$ cat config.mk
export PLATFORM = sky130hd
export DESIGN_NAME = sys_mac_pe_flat
export DESIGN_NICKNAME = d
export VERILOG_FILES = /design/src/rtl/sys_mac_pkg.sv /design/src/rtl/sys_mac_pe_if.sv /design/src/rtl/sys_mac_drain.sv /design/src/rtl/sys_mac_pe.sv /design/src/flat_wrapper.sv
export SDC_FILE = /design/constraint.sdc
export NUM_CORES = 1
export LEC_CHECK = 0
export CORE_MARGIN = 4
export CORE_UTILIZATION = 40
export CTS_BUF_LIST = sky130_fd_sc_hd__clkbuf_16
export DETAILED_ROUTE_END_ITERATION = 12
export SETUP_SLACK_MARGIN = 0.5
export SYNTH_ARGS = -nofsm -noshare
export SYNTH_HDL_FRONTEND = slang
export SYNTH_HIERARCHICAL = 1
export SYNTH_SLANG_ARGS = --single-unit
$ cat constraint.sdc
create_clock -name clk -period 8.6 [get_ports clk]
set_clock_uncertainty 0.05 [all_clocks]
set_input_delay 1.72 -clock clk [delete_from_list [all_inputs] [get_ports clk]]
set_output_delay 1.72 -clock clk [all_outputs]
set_load 0.1 [all_outputs]
$ cat src/rtl/sys_mac_pkg.sv
// Shared definitions for the systolic MAC processing element.
//   - DEF_DATA_W / DEF_ACC_W : default operand / accumulator widths
//   - mac_st_e               : compute FSM state (IDLE, ACC)
//   - sat_max / sat_min      : signed range limits for a w-bit accumulator,
//                              returned in 64 bits (truncate at the caller)
package sys_mac_pkg;
  localparam int DEF_DATA_W = 8;
  localparam int DEF_ACC_W  = 32;

  typedef enum logic {
    IDLE = 1'b0,
    ACC  = 1'b1
  } mac_st_e;

  function automatic logic signed [63:0] sat_max(input int w);
    return (64'sd1 <<< (w - 1)) - 64'sd1;
  endfunction

  function automatic logic signed [63:0] sat_min(input int w);
    return -(64'sd1 <<< (w - 1));
  endfunction
endpackage

$ cat src/rtl/sys_mac_pe_if.sv
// Bus bundle around one systolic MAC PE.
//   slave  : the PE's view (operand/drain inputs in, forwarded copies and
//            drain outputs out)
//   master : the environment's view (neighbours / bench)
// Operands: in_left* / in_top* -> out_right* / out_bottom*
// Drain   : in_res/in_res_valid/in_res_ready from above,
//           out_res/out_res_valid/out_res_ready toward below
// Status  : waitrequest (compute stall), err_ovf (sticky result loss)
interface sys_mac_pe_if import sys_mac_pkg::*; #(
  parameter int DATA_W = DEF_DATA_W,
  parameter int ACC_W  = DEF_ACC_W
);
  logic              waitrequest;
  logic [DATA_W-1:0] in_left;
  logic              in_left_valid, in_left_first, in_left_last;
  logic [DATA_W-1:0] in_top;
  logic              in_top_valid;
  logic [DATA_W-1:0] out_right;
  logic              out_right_valid, out_right_first, out_right_last;
  logic [DATA_W-1:0] out_bottom;
  logic              out_bottom_valid;
  logic [ACC_W-1:0]  in_res;
  logic              in_res_valid, in_res_ready;
  logic [ACC_W-1:0]  out_res;
  logic              out_res_valid, out_res_ready;
  logic              err_ovf;

  modport slave (
    input  waitrequest, in_left, in_left_valid, in_left_first, in_left_last,
           in_top, in_top_valid, in_res, in_res_valid, out_res_ready,
    output out_right, out_right_valid, out_right_first, out_right_last,
           out_bottom, out_bottom_valid, in_res_ready, out_res,
           out_res_valid, err_ovf
  );

  modport master (
    output waitrequest, in_left, in_left_valid, in_left_first, in_left_last,
           in_top, in_top_valid, in_res, in_res_valid, out_res_ready,
    input  out_right, out_right_valid, out_right_first, out_right_last,
           out_bottom, out_bottom_valid, in_res_ready, out_res,
           out_res_valid, err_ovf
  );
endinterface

$ cat src/rtl/sys_mac_drain.sv
// Per-column result drain stage: one pending slot (res_pend) for this PE's
// finished tile plus one output register feeding the PE below.
//   pend_wr/pend_data         : finished tile sum from the local MAC
//   in_res/_valid/_ready      : results arriving from the PE above
//   out_res/_valid/_ready     : results leaving toward the PE below
//   err_ovf                   : sticky, a pending result was overwritten
// The local result always wins the output register, so a PE's own result
// leaves before anything queued above it. Also used by the bottom-edge
// collector, hence the plain (non-interface) ports.
module sys_mac_drain #(
  parameter int ACC_W = 32
) (
  input  logic             clk,
  input  logic             rst,
  input  logic             pend_wr,
  input  logic [ACC_W-1:0] pend_data,
  input  logic [ACC_W-1:0] in_res,
  input  logic             in_res_valid,
  output logic             in_res_ready,
  output logic [ACC_W-1:0] out_res,
  output logic             out_res_valid,
  input  logic             out_res_ready,
  output logic             err_ovf
);
  logic [ACC_W-1:0] pend;
  logic             pend_full;
  logic             load;

  assign load         = !out_res_valid || out_res_ready;
  assign in_res_ready = load && !pend_full;

  always_ff @(posedge clk) begin
    if (rst) begin
      out_res       <= '0;
      out_res_valid <= 1'b0;
      pend          <= '0;
      pend_full     <= 1'b0;
      err_ovf       <= 1'b0;
    end else begin
      if (load) begin
        if (pend_full) begin
          out_res       <= pend;
          out_res_valid <= 1'b1;
        end else if (in_res_valid) begin
          out_res       <= in_res;
          out_res_valid <= 1'b1;
        end else begin
          out_res_valid <= 1'b0;
        end
      end
      if (pend_wr) begin
        pend      <= pend_data;
        pend_full <= 1'b1;
        // Loss only if the old entry is not moving out on this same edge.
        if (pend_full && !load) err_ovf <= 1'b1;
      end else if (load && pend_full) begin
        pend_full <= 1'b0;
      end
    end
  end
endmodule

$ cat src/rtl/sys_mac_pe.sv
// Output-stationary systolic MAC processing element.
//   clk, rst : clock, synchronous active-high reset
//   bus      : sys_mac_pe_if.slave (operands, forwarded copies, drain chain,
//              waitrequest, err_ovf)
// Operands are forwarded with 1-cycle latency on every non-stalled cycle.
// Beats (both valids, no waitrequest) accumulate signed products over a
// tile framed by first/last; the final sum goes to the drain stage.
// ACC_W must be >= 2*DATA_W.
// Build option: SYS_MAC_PE_SAT_EN defined -> saturating accumulate,
// otherwise two's-complement wrap.
module sys_mac_pe import sys_mac_pkg::*; #(
  parameter int DATA_W = DEF_DATA_W,
  parameter int ACC_W  = DEF_ACC_W
) (
  input logic         clk,
  input logic         rst,
  sys_mac_pe_if.slave bus
);
  mac_st_e st, st_nxt;
  logic signed [2*DATA_W-1:0] l_ext, t_ext, prod;
  logic signed [ACC_W-1:0]    prod_ext, acc, acc_nxt, sum;
  logic                       beat, pend_wr;

  assign beat     = bus.in_left_valid && bus.in_top_valid && !bus.waitrequest;
  assign l_ext    = (2*DATA_W)'($signed(bus.in_left));
  assign t_ext    = (2*DATA_W)'($signed(bus.in_top));
  assign prod     = l_ext * t_ext;
  assign prod_ext = ACC_W'(prod);

`ifdef SYS_MAC_PE_SAT_EN
  localparam logic signed [ACC_W-1:0] ACC_MAX = ACC_W'(sat_max(ACC_W));
  localparam logic signed [ACC_W-1:0] ACC_MIN = ACC_W'(sat_min(ACC_W));
  logic signed [ACC_W:0] wide;

  // One guard bit: overflow shows as guard != sign.
  always_comb begin
    wide = {acc[ACC_W-1], acc} + {prod_ext[ACC_W-1], prod_ext};
    if (wide[ACC_W] != wide[ACC_W-1]) sum = wide[ACC_W] ? ACC_MIN : ACC_MAX;
    else                              sum = wide[ACC_W-1:0];
  end
`else
  assign sum = acc + prod_ext;
`endif

  always_comb begin
    st_nxt  = st;
    acc_nxt = acc;
    pend_wr = 1'b0;
    if (beat) begin
      if (bus.in_left_first) begin
        acc_nxt = prod_ext;
        pend_wr = bus.in_left_last;
        st_nxt  = bus.in_left_last ? IDLE : ACC;
      end else if (st == ACC) begin
        acc_nxt = sum;
        if (bus.in_left_last) begin
          pend_wr = 1'b1;
          st_nxt  = IDLE;
        end
      end
    end
  end

  always_ff @(posedge clk) begin
    if (rst) begin
      st  <= IDLE;
      acc <= '0;
    end else begin
      st  <= st_nxt;
      acc <= acc_nxt;
    end
  end

  always_ff @(posedge clk) begin
    if (rst) begin
      bus.out_right        <= '0;
      bus.out_right_valid  <= 1'b0;
      bus.out_right_first  <= 1'b0;
      bus.out_right_last   <= 1'b0;
      bus.out_bottom       <= '0;
      bus.out_bottom_valid <= 1'b0;
    end else if (!bus.waitrequest) begin
      bus.out_right        <= bus.in_left;
      bus.out_right_valid  <= bus.in_left_valid;
      bus.out_right_first  <= bus.in_left_first;
      bus.out_right_last   <= bus.in_left_last;
      bus.out_bottom       <= bus.in_top;
      bus.out_bottom_valid <= bus.in_top_valid;
    end
  end

  // acc_nxt carries the final sum on the last beat.
  sys_mac_drain #(.ACC_W(ACC_W)) u_drain (
    .clk           (clk),
    .rst           (rst),
    .pend_wr       (pend_wr),
    .pend_data     (acc_nxt),
    .in_res        (bus.in_res),
    .in_res_valid  (bus.in_res_valid),
    .in_res_ready  (bus.in_res_ready),
    .out_res       (bus.out_res),
    .out_res_valid (bus.out_res_valid),
    .out_res_ready (bus.out_res_ready),
    .err_ovf       (bus.err_ovf)
  );
endmodule

$ cat src/flat_wrapper.sv
// flat-port wrapper written by rule: the top's interface ports become plain ports
module sys_mac_pe_flat import sys_mac_pkg::*;
#(
  parameter int DATA_W = DEF_DATA_W,
  parameter int ACC_W  = DEF_ACC_W
)
  (clk, rst, bus_waitrequest, bus_in_left, bus_in_left_valid, bus_in_left_first, bus_in_left_last, bus_in_top, bus_in_top_valid, bus_in_res, bus_in_res_valid, bus_out_res_ready, bus_out_right, bus_out_right_valid, bus_out_right_first, bus_out_right_last, bus_out_bottom, bus_out_bottom_valid, bus_in_res_ready, bus_out_res, bus_out_res_valid, bus_err_ovf);
  sys_mac_pe_if #(.DATA_W(DATA_W), .ACC_W(ACC_W)) bus_i ();
  input logic clk;
  input logic rst;
  input wire logic [$bits(bus_i.waitrequest)-1:0] bus_waitrequest;
  input wire logic [$bits(bus_i.in_left)-1:0] bus_in_left;
  input wire logic [$bits(bus_i.in_left_valid)-1:0] bus_in_left_valid;
  input wire logic [$bits(bus_i.in_left_first)-1:0] bus_in_left_first;
  input wire logic [$bits(bus_i.in_left_last)-1:0] bus_in_left_last;
  input wire logic [$bits(bus_i.in_top)-1:0] bus_in_top;
  input wire logic [$bits(bus_i.in_top_valid)-1:0] bus_in_top_valid;
  input wire logic [$bits(bus_i.in_res)-1:0] bus_in_res;
  input wire logic [$bits(bus_i.in_res_valid)-1:0] bus_in_res_valid;
  input wire logic [$bits(bus_i.out_res_ready)-1:0] bus_out_res_ready;
  output wire logic [$bits(bus_i.out_right)-1:0] bus_out_right;
  output wire logic [$bits(bus_i.out_right_valid)-1:0] bus_out_right_valid;
  output wire logic [$bits(bus_i.out_right_first)-1:0] bus_out_right_first;
  output wire logic [$bits(bus_i.out_right_last)-1:0] bus_out_right_last;
  output wire logic [$bits(bus_i.out_bottom)-1:0] bus_out_bottom;
  output wire logic [$bits(bus_i.out_bottom_valid)-1:0] bus_out_bottom_valid;
  output wire logic [$bits(bus_i.in_res_ready)-1:0] bus_in_res_ready;
  output wire logic [$bits(bus_i.out_res)-1:0] bus_out_res;
  output wire logic [$bits(bus_i.out_res_valid)-1:0] bus_out_res_valid;
  output wire logic [$bits(bus_i.err_ovf)-1:0] bus_err_ovf;
  assign bus_i.waitrequest = bus_waitrequest;
  assign bus_i.in_left = bus_in_left;
  assign bus_i.in_left_valid = bus_in_left_valid;
  assign bus_i.in_left_first = bus_in_left_first;
  assign bus_i.in_left_last = bus_in_left_last;
  assign bus_i.in_top = bus_in_top;
  assign bus_i.in_top_valid = bus_in_top_valid;
  assign bus_i.in_res = bus_in_res;
  assign bus_i.in_res_valid = bus_in_res_valid;
  assign bus_i.out_res_ready = bus_out_res_ready;
  assign bus_out_right = bus_i.out_right;
  assign bus_out_right_valid = bus_i.out_right_valid;
  assign bus_out_right_first = bus_i.out_right_first;
  assign bus_out_right_last = bus_i.out_right_last;
  assign bus_out_bottom = bus_i.out_bottom;
  assign bus_out_bottom_valid = bus_i.out_bottom_valid;
  assign bus_in_res_ready = bus_i.in_res_ready;
  assign bus_out_res = bus_i.out_res;
  assign bus_out_res_valid = bus_i.out_res_valid;
  assign bus_err_ovf = bus_i.err_ovf;
  sys_mac_pe #(.DATA_W(DATA_W), .ACC_W(ACC_W)) u_core (.clk(clk), .rst(rst), .bus(bus_i));
endmodule
# Word-level counts from Yosys, hierarchy flattened
# Cells that the tools add are included.
dict set report totals {
  output_inout_bits 55
  wordCells 45
  regBits 120
  input_bits 57
}
dict set report classes {
  n_reduce_logical 14
  n_addsub 1
  n_mul 1
  n_mux 16
}
# operator n
set op_table {}
lappend op_table {{32-bit 2-to-1 mux} 5}
lappend op_table {{32-bit by 16-bit adder with 32-bit output} 1}
lappend op_table {{8-bit by 8-bit multiplier with 16-bit output} 1}
lappend op_table {{1-bit 2-to-1 mux} 11}
lappend op_table {{1-bit logical AND} 5}
lappend op_table {{1-bit zero test} 4}
lappend op_table {{2-bit AND reduction} 2}
lappend op_table {{2-bit nonzero test} 2}
lappend op_table {{1-bit logical OR} 1}

# Logic depth before layout (Yosys ltp)
dict set report depth {
  word_depth 5
  depth_mapped 29
  depth_no_buf 27
}

# Modules after synthesis
# The synthesis kept the hierarchy.
# mod area_per_inst_um2 cells_each seq_area_each_um2 instances
set modules_own_cells {}
lappend modules_own_cells {sys_mac_pe 6740.2 827 1061.0 1}
lappend modules_own_cells {sys_mac_drain 2856.5 265 1341.3 1}

# Least setup slack after synthesis
# OpenSTA, ideal clock, no wires.
dict set report synth_path {
  kind {input port to flip-flop}
  start {input bus_in_left[7]}
  end {register u_core.u_drain.pend[28]}
  arrival_time_ns 7.917
  path_buffers 3
  stages 28
  required_ns 8.422
  setup_ns 0.128
  setup_slack_ns 0.506
  path_cell_list {clkbuf_1 nand2_1 fa_1 inv_1 fa_1 inv_1 fa_1 inv_1 fa_1 ha_1 a21oi_1 o21ai_0 a31oi_1 and3_1 or2_2 clkbuf_1 ha_1 clkbuf_2 and3_1 and3_1 a32oi_1 o21ai_0 a221oi_1 mux2i_1 o31ai_1 nand2_1 mux2i_1 nor2_1}
}
dict set report synth_between {
  elab_chain_len 5
}
# element line_no
set synth_lines {}
lappend synth_lines {{start: declaration} flat_wrapper.sv:12} ;# input wire logic [$bits(bus_i.in_left)-1:0] bus_in_left;
lappend synth_lines {{8-bit by 8-bit multiplier with 16-bit output *} sys_mac_pe.sv:27} ;# assign prod = l_ext * t_ext;
lappend synth_lines {{32-bit by 16-bit adder with 32-bit output} sys_mac_pe.sv:42} ;# assign sum = acc + prod_ext;
lappend synth_lines {{32-bit 2-to-1 mux} sys_mac_pe.sv:54} ;# end else if (st == ACC) begin
lappend synth_lines {{32-bit 2-to-1 mux *} sys_mac_pe.sv:50} ;# if (bus.in_left_first) begin
lappend synth_lines {{32-bit 2-to-1 mux *} sys_mac_pe.sv:49} ;# if (beat) begin
lappend synth_lines {{named net u_core.acc_nxt[28]} sys_mac_pe.sv:21} ;# logic signed [ACC_W-1:0] prod_ext, acc, acc_nxt, sum;
lappend synth_lines {{end signal: assignment} sys_mac_drain.sv:52} ;# pend <= pend_data;
lappend synth_lines {{end: declaration} sys_mac_drain.sv:25} ;# logic [ACC_W-1:0] pend;
# Mark *: on every way through the listed nets, which the timed path passes. The rest lies on a longest branch.
# A chain may end at the register's enable or synchronous reset.

# Worst setup path in the final report
dict set report layout_path {
  start {input bus_in_top[3]}
  end {register u_core.u_drain.pend[31]}
}
dict set report layout_between {
  elab_chain_len 5
}
# element line_no
set layout_lines {}
lappend layout_lines {{start: declaration} flat_wrapper.sv:16} ;# input wire logic [$bits(bus_i.in_top)-1:0] bus_in_top;
lappend layout_lines {{8-bit by 8-bit multiplier with 16-bit output *} sys_mac_pe.sv:27}
lappend layout_lines {{32-bit by 16-bit adder with 32-bit output} sys_mac_pe.sv:42}
lappend layout_lines {{32-bit 2-to-1 mux} sys_mac_pe.sv:54}
lappend layout_lines {{32-bit 2-to-1 mux *} sys_mac_pe.sv:50}
lappend layout_lines {{32-bit 2-to-1 mux *} sys_mac_pe.sv:49}
lappend layout_lines {{named net u_core.acc_nxt[31]} sys_mac_pe.sv:21}
# Marks and branches as above.

==> flow_metrics.env <==
export IMPL_grt_setup_unrepaired="false"
export IMPL_p_seq_share_pct=12.9
export IMPL_worstPathArrival_ps=8110
export IMPL_finalSetupViolCount=0
export IMPL_mostFrequentLayoutCells="119 x dfxtp_1, 111 x nor2_1, 100 x clkdlybuf4s50_1"
export IMPL_slew_headroom_pct=29.1
export IMPL_cts_inserted_buffers=17
export IMPL_startpoint_type="primary input"
export IMPL_fin_crit_sh_pct=90.9
export IMPL_synth_main_ff_cell="dfxtp_1"
export IMPL_power_internal_mw=2.51
export IMPL_worst_slew_pin_slew_ps=1060
export IMPL_cts_root_buf="clkbuf_16"
export IMPL_synth_edf_count=0
export IMPL_swShare_pct=47.7
export IMPL_gp_congestion=0.865
export IMPL_yosys_top_cells_area="dfxtp_1 25%, fa_1 12%, mux2i_1 9.2%"
export IMPL_netlist_area_um2=9600
export IMPL_viasPerCell=5.22
export IMPL_wl_per_cell_um=16.7
export IMPL_final_area_um2=12200
export IMPL_drv_cap=0
export IMPL_drive_above_1_share_pct=17.3
export IMPL_cts_buffer_depth=2
export IMPL_final_max_slew_viol_count=0
export IMPL_hp_class="reg -> reg"
export IMPL_fin_nets=1414
export IMPL_grt_start_max_net_pins=60
export IMPL_rows=56
export IMPL_area_growth_synth_to_final_pct=27.5
export IMPL_drt_iter0_markers=491
export IMPL_yosysWarnings=6
export IMPL_async_flop_share_pct=0
export IMPL_syn_num_nets=1265
export IMPL_cp_max_fo=8
export IMPL_outcome="finished, final reports clean"
export IMPL_p_leak_nw=5.12
export IMPL_core_region_area_um2=23500
export IMPL_dp_cells=1532
export IMPL_yosys_register_bits=120
export IMPL_start_util_pct=40.8
export IMPL_worstSetupPathType="in -> reg"
export IMPL_vias=8207
export IMPL_synth_area_per_cell_um2=8.79
export IMPL_netlist_instances=1092
export IMPL_synth_cell_type_count=74
export IMPL_hpwl_um=19800
export IMPL_combPwrFrac_pct=72.2
export IMPL_cts_sinks=120
export IMPL_drc=0
export IMPL_endpoint_kind="flop"
export IMPL_switchingPower_mw=2.29
export IMPL_drtPass1Iterations=5
export IMPL_min_period_ps=7820
export IMPL_post_dp_cell_area_um2=11300
export IMPL_hold_viol_final=0
export IMPL_powerDensity_nw_per_um2=392
export IMPL_synth_seq_area_share_pct=25.0
export IMPL_r2r_slack_ps=5230
export IMPL_clock_fmax_mhz=128
export IMPL_final_common_cell="dfxtp_1"
export IMPL_totalWireLength_um=26300
export IMPL_die_y_um=163
export IMPL_synth_top_area_share_pct=25.0
export IMPL_cts_tree="yes"
export IMPL_final_cells=1573
export IMPL_antenna_found_initial=0
export IMPL_ant_nets=0
export IMPL_io_buffers=111
export IMPL_yosysTopAreaCell="dfxtp_1"
export IMPL_grt_pass1_wl_um=42600
export IMPL_crit_required_ps=8890
export IMPL_gr_total_overflow=0
export IMPL_die_w_um=163
export IMPL_track_usage_pct=19.7
export IMPL_grt_pass1_vias=8069
export IMPL_dieArea_um2=26500
export IMPL_cts_max_level=4
export IMPL_irDropWorstVdd_mv=0.258
export IMPL_clk_insertion_delay_late_ps=410
export IMPL_clkPwrFrac_pct=14.9
export IMPL_diodes=0
export IMPL_io_pins=112
export IMPL_path_clk_slew_ps=60
## layer usage
layer | wire length [um] | up-vias | GRT usage [%]
li1 | - | 4111 | -
met1 | 13400 | 3909 | 30.1
met2 | 11600 | 167 | 29.5
met3 | 966 | 20 | 2.78
met4 | 294 | 0 | 4.35
met5 | 0 | - | 0
## final cells by class
type	instances	area [um2]
clock buffers	17	425
clock inverters	15	166
fillers	2271	11300
inverters	98	368
multi-input cells	818	6750
flip-flops and latches	120	2400
well taps	319	399
repair buffers	186	1720
## kinds of logic after synthesis
logic type	after synthesis	share of synthesized area [%]
and+or+nand+nor	311	15.7
xor gates and xnor gates	38	3.47
muxes	91	9.57
buffers and inverters	154	7.39
AOI/OAI and AO/OA	262	19.4
DFF	120	25.0
adders and majority gates	116	19.5
## final timing paths
kind / from / to / cells after the start
min reg2reg: u_core/bus.out_right[4] / u_core/bus.out_right[4] / 2
max reg2reg: u_core/acc[0] / u_core/u_drain/pend[18] / 12
min: u_core/bus.out_right[4] / u_core/bus.out_right[4] / 2
max: bus_in_top[3] / u_core/u_drain/pend[31] / 25
## sequential cells by signal (all words and copies together) (netlist names)
signal and cells:
u_core/bus.out_bottom_valid 1, u_core/bus.out_right_last 1, u_core/u_drain/pend_full 1, u_core/bus.out_bottom 8
u_core/bus.out_right 8, u_core/u_drain/pend 32, u_core/bus.out_right_first 1, u_core/u_drain/out_res_valid 1
u_core/st 1, u_core/u_drain/out_res 32, u_core/bus.out_right_valid 1, u_core/u_drain/err_ovf 1
u_core/acc 32
## cells in the mapped netlist, types with 3 or more instances
master	instances
buf_6	7
o21ai_0	31
o211ai_1	4
xor2_1	10
a211oi_2	31
buf_1	8
a2111oi_0	3
xnor2_1	28
and3_1	8
nand2_1	54
a211oi_1	13
inv_1	98
nor3_1	20
or3_1	4
o21bai_1	7
o22a_1	4
nand3b_1	3
a21oi_1	101
buf_2	7
nand3_1	20
o22ai_1	11
mux2i_1	88
ha_1	60
clkbuf_1	29
nor4_1	7
nand4_1	5
or2_2	3
and2_1	52
nor2_1	112
fa_1	56
a31oi_1	10
a221oi_1	3
a21o_1	12
nor2b_1	10
dfxtp_1	120
nand2b_1	4
## metrics by stage
stage / power [mW] / hold slack, ps / utilization (%) / setup WS [ps] / setup TNS (ps)
finish: 4.79 / 445 / 52.0 / 778 / 0
global route: 5.19 / 473 / 52.0 / 489 / 0
CTS: 4.41 / 447 / 50.4 / 482 / 0
detailed placement: 3.64 / 431 / 47.8 / -19.7 / -19.7
global placement: 3.67 / 403 / 47.8 / 11.8 / 0
floorplan: 2.90 / 408 / - / 506 / 0
## power by group through the flow
stage	clock network (mW)	registers (mW)	logic, mW
finish	0.716	0.619	3.46
floorplan	0	0.750	2.15
CTS	0.731	0.617	3.06
global route	0.756	0.622	3.81
detailed placement	0	0.629	3.02
global placement	0	0.629	3.04
## worst max-delay path, cell delays in order
cell and delay, ps:
clkdlybuf4s50_1 500, buf_6 150, nand2_2 80, fa_1 510
buf_6 160, fa_1 500, fa_1 530, inv_1 60
fa_1 520, ha_4 320, and3_4 200, nand4_1 130
and3_4 190, or2_4 290, ha_2 440, a21o_1 180
o21bai_1 150, or2b_2 330, and3b_2 200, o2bb2ai_2 140
a21o_1 210, mux2_4 320, nand3_1 90, mux2i_1 70
nor2_1 120
## repair_timing
item | 4_1_cts | 5_1_grt
pin swaps | 0 | 29
setup buffers | 0 | 9
resized for setup | 3 | 79
hold buffers | 0 | 0
setup endpoints to repair | 9 | 28
(Power assumes the default switching activity.)
